File: src/rtl/imem_prog_if.sv
// Load-stream and fetch-port bundle for the run-time loadable instruction memory.
interface imem_prog_if #(
  parameter int unsigned N  = 32,
  parameter int unsigned AW = 6
);
  // load stream
  logic          load_start;
  logic          ld_valid;
  logic [N-1:0]  ld_data;
  logic          ld_last;
  logic          ld_ready;
  // fetch port
  logic          fetch_en;
  logic [AW-1:0] addr;
  logic [N-1:0]  q;
  logic          q_valid;
  // status
  logic          busy;
  logic [AW:0]   count;

  modport master (
    output load_start, ld_valid, ld_data, ld_last, fetch_en, addr,
    input  ld_ready, q, q_valid, busy, count
  );

  modport slave (
    input  load_start, ld_valid, ld_data, ld_last, fetch_en, addr,
    output ld_ready, q, q_valid, busy, count
  );
endinterface

File: src/rtl/imem_prog.sv
// Run-time loadable instruction memory: streamed program load, 1-cycle registered fetch.
module imem_prog #(
  parameter int unsigned N  = 32,
  parameter int unsigned AW = 6
) (
  input  logic        clk,
  input  logic        reset,
  imem_prog_if.slave  bus
);

  localparam int unsigned DEPTH = 2 ** AW;
  localparam int unsigned CW    = AW + 1;

  typedef enum logic [1:0] {
    IDLE = 2'd0,
    LOAD = 2'd1,
    RUN  = 2'd2
  } state_t;

  state_t          state_q, state_d;
  logic [AW-1:0]   wptr_q, wptr_d;
  logic [CW-1:0]   count_q, count_d;
  logic            wr_en;
  logic [N-1:0]    mem [DEPTH];
  logic [N-1:0]    q_q;
  logic            q_valid_q;
  logic            in_load;
  logic            beat_ok;
  logic            addr_hit;

  assign in_load  = (state_q == LOAD);
  assign beat_ok  = bus.ld_valid & in_load & ~bus.load_start;
  assign addr_hit = ({1'b0, bus.addr} < count_q);

  // State, write pointer and program length registers
  always_ff @(posedge clk or negedge reset) begin
    if (!reset) begin
      state_q <= IDLE;
      wptr_q  <= '0;
      count_q <= '0;
    end else begin
      state_q <= state_d;
      wptr_q  <= wptr_d;
      count_q <= count_d;
    end
  end

  // Next-state: load_start always restarts; accepted beats advance the write pointer
  always_comb begin
    state_d = state_q;
    wptr_d  = wptr_q;
    count_d = count_q;
    wr_en   = 1'b0;
    if (bus.load_start) begin
      state_d = LOAD;
      wptr_d  = '0;
      count_d = '0;
    end else if (beat_ok) begin
      wr_en   = 1'b1;
      count_d = CW'(wptr_q) + CW'(1);
      if (bus.ld_last || (wptr_q == AW'(DEPTH - 1))) begin
        state_d = RUN;
      end else begin
        wptr_d = wptr_q + AW'(1);
      end
    end
  end

  // Program storage: write-only from the load side, no reset so it maps to RAM
  always_ff @(posedge clk) begin
    if (wr_en) begin
      mem[wptr_q] <= bus.ld_data;
    end
  end

  // Fetch port: served only in RUN; words past the program length read as zero
  always_ff @(posedge clk or negedge reset) begin
    if (!reset) begin
      q_q       <= '0;
      q_valid_q <= 1'b0;
    end else if (state_q == RUN) begin
      q_valid_q <= bus.fetch_en;
      if (bus.fetch_en) begin
        q_q <= addr_hit ? mem[bus.addr] : '0;
      end
    end else begin
      q_q       <= '0;
      q_valid_q <= 1'b0;
    end
  end

  assign bus.ld_ready = in_load;
  assign bus.busy     = in_load;
  assign bus.count    = count_q;
  assign bus.q        = q_q;
  assign bus.q_valid  = q_valid_q;

endmodule

File: src/flat_wrapper.sv
// flat-port wrapper written by rule: the top's interface ports become plain ports
module imem_prog_flat 
#(
  parameter int unsigned N  = 32,
  parameter int unsigned AW = 6
)
  (clk, reset, bus_load_start, bus_ld_valid, bus_ld_data, bus_ld_last, bus_fetch_en, bus_addr, bus_ld_ready, bus_q, bus_q_valid, bus_busy, bus_count);
  imem_prog_if #(.N(N), .AW(AW)) bus_i ();
  input  logic clk;
  input  logic reset;
  input wire logic [$bits(bus_i.load_start)-1:0] bus_load_start;
  input wire logic [$bits(bus_i.ld_valid)-1:0] bus_ld_valid;
  input wire logic [$bits(bus_i.ld_data)-1:0] bus_ld_data;
  input wire logic [$bits(bus_i.ld_last)-1:0] bus_ld_last;
  input wire logic [$bits(bus_i.fetch_en)-1:0] bus_fetch_en;
  input wire logic [$bits(bus_i.addr)-1:0] bus_addr;
  output wire logic [$bits(bus_i.ld_ready)-1:0] bus_ld_ready;
  output wire logic [$bits(bus_i.q)-1:0] bus_q;
  output wire logic [$bits(bus_i.q_valid)-1:0] bus_q_valid;
  output wire logic [$bits(bus_i.busy)-1:0] bus_busy;
  output wire logic [$bits(bus_i.count)-1:0] bus_count;
  assign bus_i.load_start = bus_load_start;
  assign bus_i.ld_valid = bus_ld_valid;
  assign bus_i.ld_data = bus_ld_data;
  assign bus_i.ld_last = bus_ld_last;
  assign bus_i.fetch_en = bus_fetch_en;
  assign bus_i.addr = bus_addr;
  assign bus_ld_ready = bus_i.ld_ready;
  assign bus_q = bus_i.q;
  assign bus_q_valid = bus_i.q_valid;
  assign bus_busy = bus_i.busy;
  assign bus_count = bus_i.count;
  imem_prog #(.N(N), .AW(AW)) u_core (.clk(clk), .reset(reset), .bus(bus_i));
endmodule
File: config.mk
export PLATFORM = sky130hd
export DESIGN_NAME = imem_prog_flat
export DESIGN_NICKNAME = d
export VERILOG_FILES = /design/src/rtl/imem_prog_if.sv /design/src/rtl/imem_prog.sv /design/src/flat_wrapper.sv
export SDC_FILE = /design/constraint.sdc
export NUM_CORES = 2
export LEC_CHECK = 0
export CAP_MARGIN = 30
export CORE_MARGIN = 10
export CORE_UTILIZATION = 60
export CTS_BUF_LIST = sky130_fd_sc_hd__clkbuf_2 sky130_fd_sc_hd__clkbuf_4 sky130_fd_sc_hd__clkbuf_8
export DETAILED_ROUTE_END_ITERATION = 8
export GPL_TIMING_DRIVEN = 1
export PLACE_DENSITY = 0.87
export SLEW_MARGIN = 20
export SYNTH_ARGS = -nofsm -noshare
export SYNTH_HDL_FRONTEND = slang
export SYNTH_SLANG_ARGS = --single-unit
export TNS_END_PERCENT = 50
File: constraint.sdc
create_clock -name clk -period 4 [get_ports clk]
set_clock_uncertainty 0.05 [all_clocks]
set_input_delay 1 -clock clk [delete_from_list [all_inputs] [get_ports clk]]
set_output_delay 1 -clock clk [all_outputs]
set_load 0.02 [all_outputs]
# After elaboration in Yosys (flattened, before gate mapping)
# Memories as Yosys holds them, arrays and structs flattened.
# Cells that the tools add are included.
# Widths: inputs -> output; s select.
word_totals:
  n_memories: 1
  wordCells: 38
  register_bits: 48
  ramBits: 2048
  in_bits: 44
memory_table:
  columns: ["name", "words", "word_bits", "rd", "rd_ports_with_merged_regs", "write_ports", "line", "rtl"]
  rows:
  - ["u_core.mem", 64, 32, 1, 0, 1, "imem_prog.sv:24", "logic [N-1:0] mem [DEPTH];"]
op_classes:
  n_mux: 16
  bitwise_logic: 3
  magnitude_cmp: 1
  addsub: 2
  n_eq_ne: 5
  reduce_logical: 5
op_table:
  columns: ["op", "n"]
  rows:
  - ["$mux 32", 3]
  - ["$mux 6", 3]
  - ["$mux 7", 2]
  - ["$add 6x1->7 const B", 1]
  - ["$lt 6x7->1", 1]
  - ["$add 6x1->6 const B", 1]
  - ["$eq 6x6->1 const B", 1]
  - ["$mux 2", 3]
  - ["$mux 1", 5]
  - ["$ne 2x2->1 const B", 2]
  - ["$reduce_and 2->1", 2]
  - ["$reduce_bool 2->1", 2]
  - ["$and 1x1->1", 2]
  - ["$eq 2x1->1 const B", 1]
  - ["$eq 2x2->1 const B", 1]
  - ["$logic_or 1x1->1", 1]
  - ["$not 1->1", 1]

# Depth between registers and ports, before layout
depth:
  ltp_word: 7
  mapped_depth: 10

# Worst setup path before layout
# OpenSTA, ideal clock, no wires.
synth_path:
  kind: "input port to flip-flop"
  start: "input bus_load_start"
  end: "memory u_core.mem[63][0] (enable)"
  stages: 4
  required_time_ns: 3.529
  n_path_buf: 1
  setup_time_ns: 0.421
  arrival_time_ns: 3.169
  setup_slack_ns: 0.360
  cell_sequence: "clkbuf_1 > nor3b_1 > nand3_1 > nor2_1"
synth_between:
  elab_chain_len: 6
synth_rtl:
  columns: ["item", "line", "rtl"]
  rows:
  - ["start, declared", "flat_wrapper.sv:11", "input wire logic [$bits(bus_i.load_start)-1:0] bus_load_start;"]
  - ["$not 1->1", "imem_prog.sv:32", "assign beat_ok = bus.ld_valid & in_load & ~bus.load_start;"]
  - ["$and 1x1->1", "imem_prog.sv:32", null]
  - ["$mux 1", "imem_prog.sv:58", "end else if (beat_ok) begin"]
  - ["$mux 1 *", "imem_prog.sv:54", "if (bus.load_start) begin"]
  - ["$mux 1 *", "imem_prog.sv:71", "if (wr_en) begin"]
  - ["$mux 1 (implied by the code) *", "imem_prog.sv:72", "mem[wptr_q] <= bus.ld_data;"]
  - ["end, declared", "imem_prog.sv:24", null]
# Mark *: on every way between the ends. The rest lies on a longest branch, timed or not.

# Final worst setup path
layout_path:
  start: "register u_core.q_q[15], in the netlist u_core.bus.q[15]"
  end: "output bus_q[15]"
layout_rtl:
  columns: ["item", "line", "rtl"]
  rows:
  - ["start, declared", "imem_prog.sv:25", "logic [N-1:0] q_q;"]
  - ["start signal, assigned", "imem_prog.sv:84", "q_q <= addr_hit ? mem[bus.addr] : '0;"]
  - ["end, declared", "flat_wrapper.sv:18", "output wire logic [$bits(bus_i.q)-1:0] bus_q;"]
# No word-level cell between the ends.

==> results.md <==
- CP delay by family, top: buffers and inverters
- Postcts setup bufs: 0
- TritonRoute pass-1 iters: 9
- Share of layout cells above drive strength 1: 33.0%
- Crit path max fanout: 2
- Setup TNS: 0 ns
- Chip Width: 386 um
- Status: complete, no violations
- Commonest non-fill, non-tap cells in the layout: edfxtp_1 (2048), mux4_2 (515), clkbuf_8 (337), buf_4 (162), nand2_1 (121)
- Critical path buffer and inverter count: 1
- Fmax: 284 MHz
- Die area: 149000 um^2
- DR vias: 46331
- Hold Slack: 0.328 ns
- CTS tree: built
- Req. time, crit path: 2.95 ns
- RSZ-0062 raised after global routing: no
- Layout Area Growth over Synthesis: 14.7%
- Placed Area: 85800 um^2
- 1st-iter DRT viols: 9334
- Mapped Avg Cell Area: 22.4 um^2
- Final Hold Fails: 0
- DRC: 0
- Post-synthesis adder-cell area fraction: 0.0936%
- Endpoints failing setup: 0
- Slowest stage cell, crit path: clkdlybuf4s50_1
- CTS max path bufs: 4
- Critical Path Sink Type: primary output
- Syn Nets: 3627
- Initial Util: 60.2%
- Slew Viols, Final: 0
- Final Util: 69.1%
- I/O Buffers: 85
- Rel. slew slack: 27.8%
- Vias in the first global route: 46380
- H-tree levels: 5
- Pwr per Cell Area: 477 nW/um^2
- GR Overflow Total: 0
- Synth warn: 0
- Mux cell area share after synthesis: 15.6%
- Synth Instances: 3577
- Synth Area in XOR/XNOR: 0.0983%
- Clock-pin slew on the worst setup and hold paths: 0.06 ns
- Crit path time final: 3.52 ns
- CTS buffer count: 316
- Layout Nets: 4082
- Design area: 91900 um^2
- Distinct cells, synth: 53
- Largest net degree at the start of global routing: 65
- I/O Pins: 86
- Setup Crit Path Kind: reg -> out
- Root buf cell: clkbuf_8
- Num rows: 134
- Most common cell after layout, fill and taps aside: edfxtp_1
- Gpl congestion: 0.884
- DR WL/cell: 41.7 um
- Hpwl dp: 138000 um
- Worst min path class: in -> async
- Sequential area share after synthesis: 78.2%
- Die H: 386 um
- VDD IR max: 0.401 mV
- GRT Overall Usage: 33.7%
- Vias/cell: 7.67
- CP Cell Sequence: clkdlybuf4s50_1
- Top_reg_cell synth: edfxtp_1
- Synth Register Bits: 2096
- Final total power: 43.8 mW
- Total wire length: 252000 um
- Mapped Area: 80200 um^2
- First-pass GRT wire length: 349000 um
- Initial antenna violation count: 28
- CP startpoint kind: flop
- Clock latency at the later pin of the worst-skew pair: 1.03 ns
- Core area: 133000 um^2
- Period utilisation layout: 87.9%
- Final ANT Viol Nets: 0
- CTS sink cnt: 2096
- EDFF count, synth: 2048
- Main combinational cell family by area after synthesis: multiplexers
- Signal arrival time at the worst endpoint: 2.47 ns
- Synth Area in Compound Gates: 2.69%
- Pleak: 29.4 nW
- Worst-Margin Slew: 1.08 ns
- Simple-Gate Fraction of Synth Area: 1.90%
- Max incr delay on CP: 0.76 ns
- Post-synth ARST share: 2.29%
- Number of max-cap violations: 0
-- path summary, 6_finish.rpt --
path / cells after the start / from / slack [ns] / to
setup / recovery: 1 / u_core.bus.q[15] / 0.48 / bus_q[15]
hold / removal: 2 / reset / 0.33 / u_core.bus.q[5]
setup reg to reg: 8 / u_core.state_q[0] / 1.09 / u_core.mem[2][2]
hold reg to reg: 2 / u_core.bus.count[1] / 0.52 / u_core.bus.count[1]
max in group asynchronous: 3 / reset / 2.57 / u_core.state_q[1]
min in group clk: 1 / bus_ld_data[13] / 0.40 / u_core.mem[62][13]
-- worst reg2reg max path, cell delays in order, from the launching register on --
cell     delay [ns]
dfrtp_1        0.41
nor2b_1        0.23
nand2_1        0.18
nor3_1         0.21
buf_4          0.21
nand2_1        0.35
buf_4          0.33
nor2_4         0.17
buf_4          0.41
-- sequential cells by signal (all words and copies together), names as in the netlist --
| register | count |
|---|---|
| u_core.bus.q | 32 |
| u_core.state_q | 2 |
| u_core.wptr_q | 6 |
| u_core.bus.q_valid | 1 |
| u_core.bus.count | 7 |
| u_core.mem | 2048 |
-- report_power, final --
group          internal, mW  leakage [nW]  switching [mW]  total [mW]
logic                 0.819          7.15            1.48        2.30
clock network          9.08          3.20            8.32        17.4
registers              24.1          19.1          0.0219        24.1
-- metal layers --
layer	vias to the layer above	share of wire (%)	global-route usage [%]
met4	32	8.7	23.3
met5	-	0.099	0
li1	16115	-	-
met3	1517	17	14.1
met2	5852	45	50.0
met1	22815	29	40.2
-- what timing repair did --
action,in CTS,in global routing
gates resized for setup,0,0
hold buffers,1,0
endpoints found under the hold margin,4,0
-- layout make-up --
type	instances	area (um^2)
Sequential cell	2096	62700
Fill cell	6877	41200
Multi-Input combinational cell	1258	16900
Clock buffer	445	5450
Timing Repair Buffer	347	4010
Tap cell	1768	2210
Clock inverter	100	566
Inverter	13	48.8
Antenna cell	16	40.0
-- kinds of logic (layout without fill, tap and decap cells) --
group / Yosys count / after routing
xor+xnor: 9 / 9
other cells: 0 / 16
mux: 606 / 606
flops: 2096 / 2096
fa+ha+maj: 6 / 6
simple gates: 335 / 335
compound gates: 302 / 302
buf+inv: 223 / 905
-- through the flow --
stage | instances | setup slack (ns)
2_1_floorplan | 3577 | 0.360
3_3_place_gp | 5462 | 0.0945
3_5_place_dp | 5476 | -0.0000977
4_1_cts | 6022 | 0.557
5_1_grt | 6032 | 0.521
6_report | 6043 | 0.485
-- cells in the mapped netlist, types with 8 or more instances --
cell,instances,share of area [%]
a221o_1,13,0.16
mux4_2,515,14
o21ai_1,8,0.050
buf_1,29,0.14
buf_4,22,0.21
a32o_1,14,0.17
o21ai_0,19,0.12
a31oi_1,13,0.10
edfxtp_1,2048,77
nand2_1,121,0.57
o22ai_1,28,0.22
o311a_1,17,0.21
mux2i_1,62,0.77
dfrtp_1,48,1.5
nor2_1,86,0.40
nand3b_1,20,0.19
a21oi_1,65,0.41
a32oi_1,17,0.19
a211o_1,9,0.098
mux2_2,29,0.41
a22oi_1,77,0.72
buf_6,12,0.17
buf_2,73,0.46
clkbuf_1,74,0.35
inv_1,8,0.037
nand3_1,73,0.46
Power figures use the tool's default switching activity.
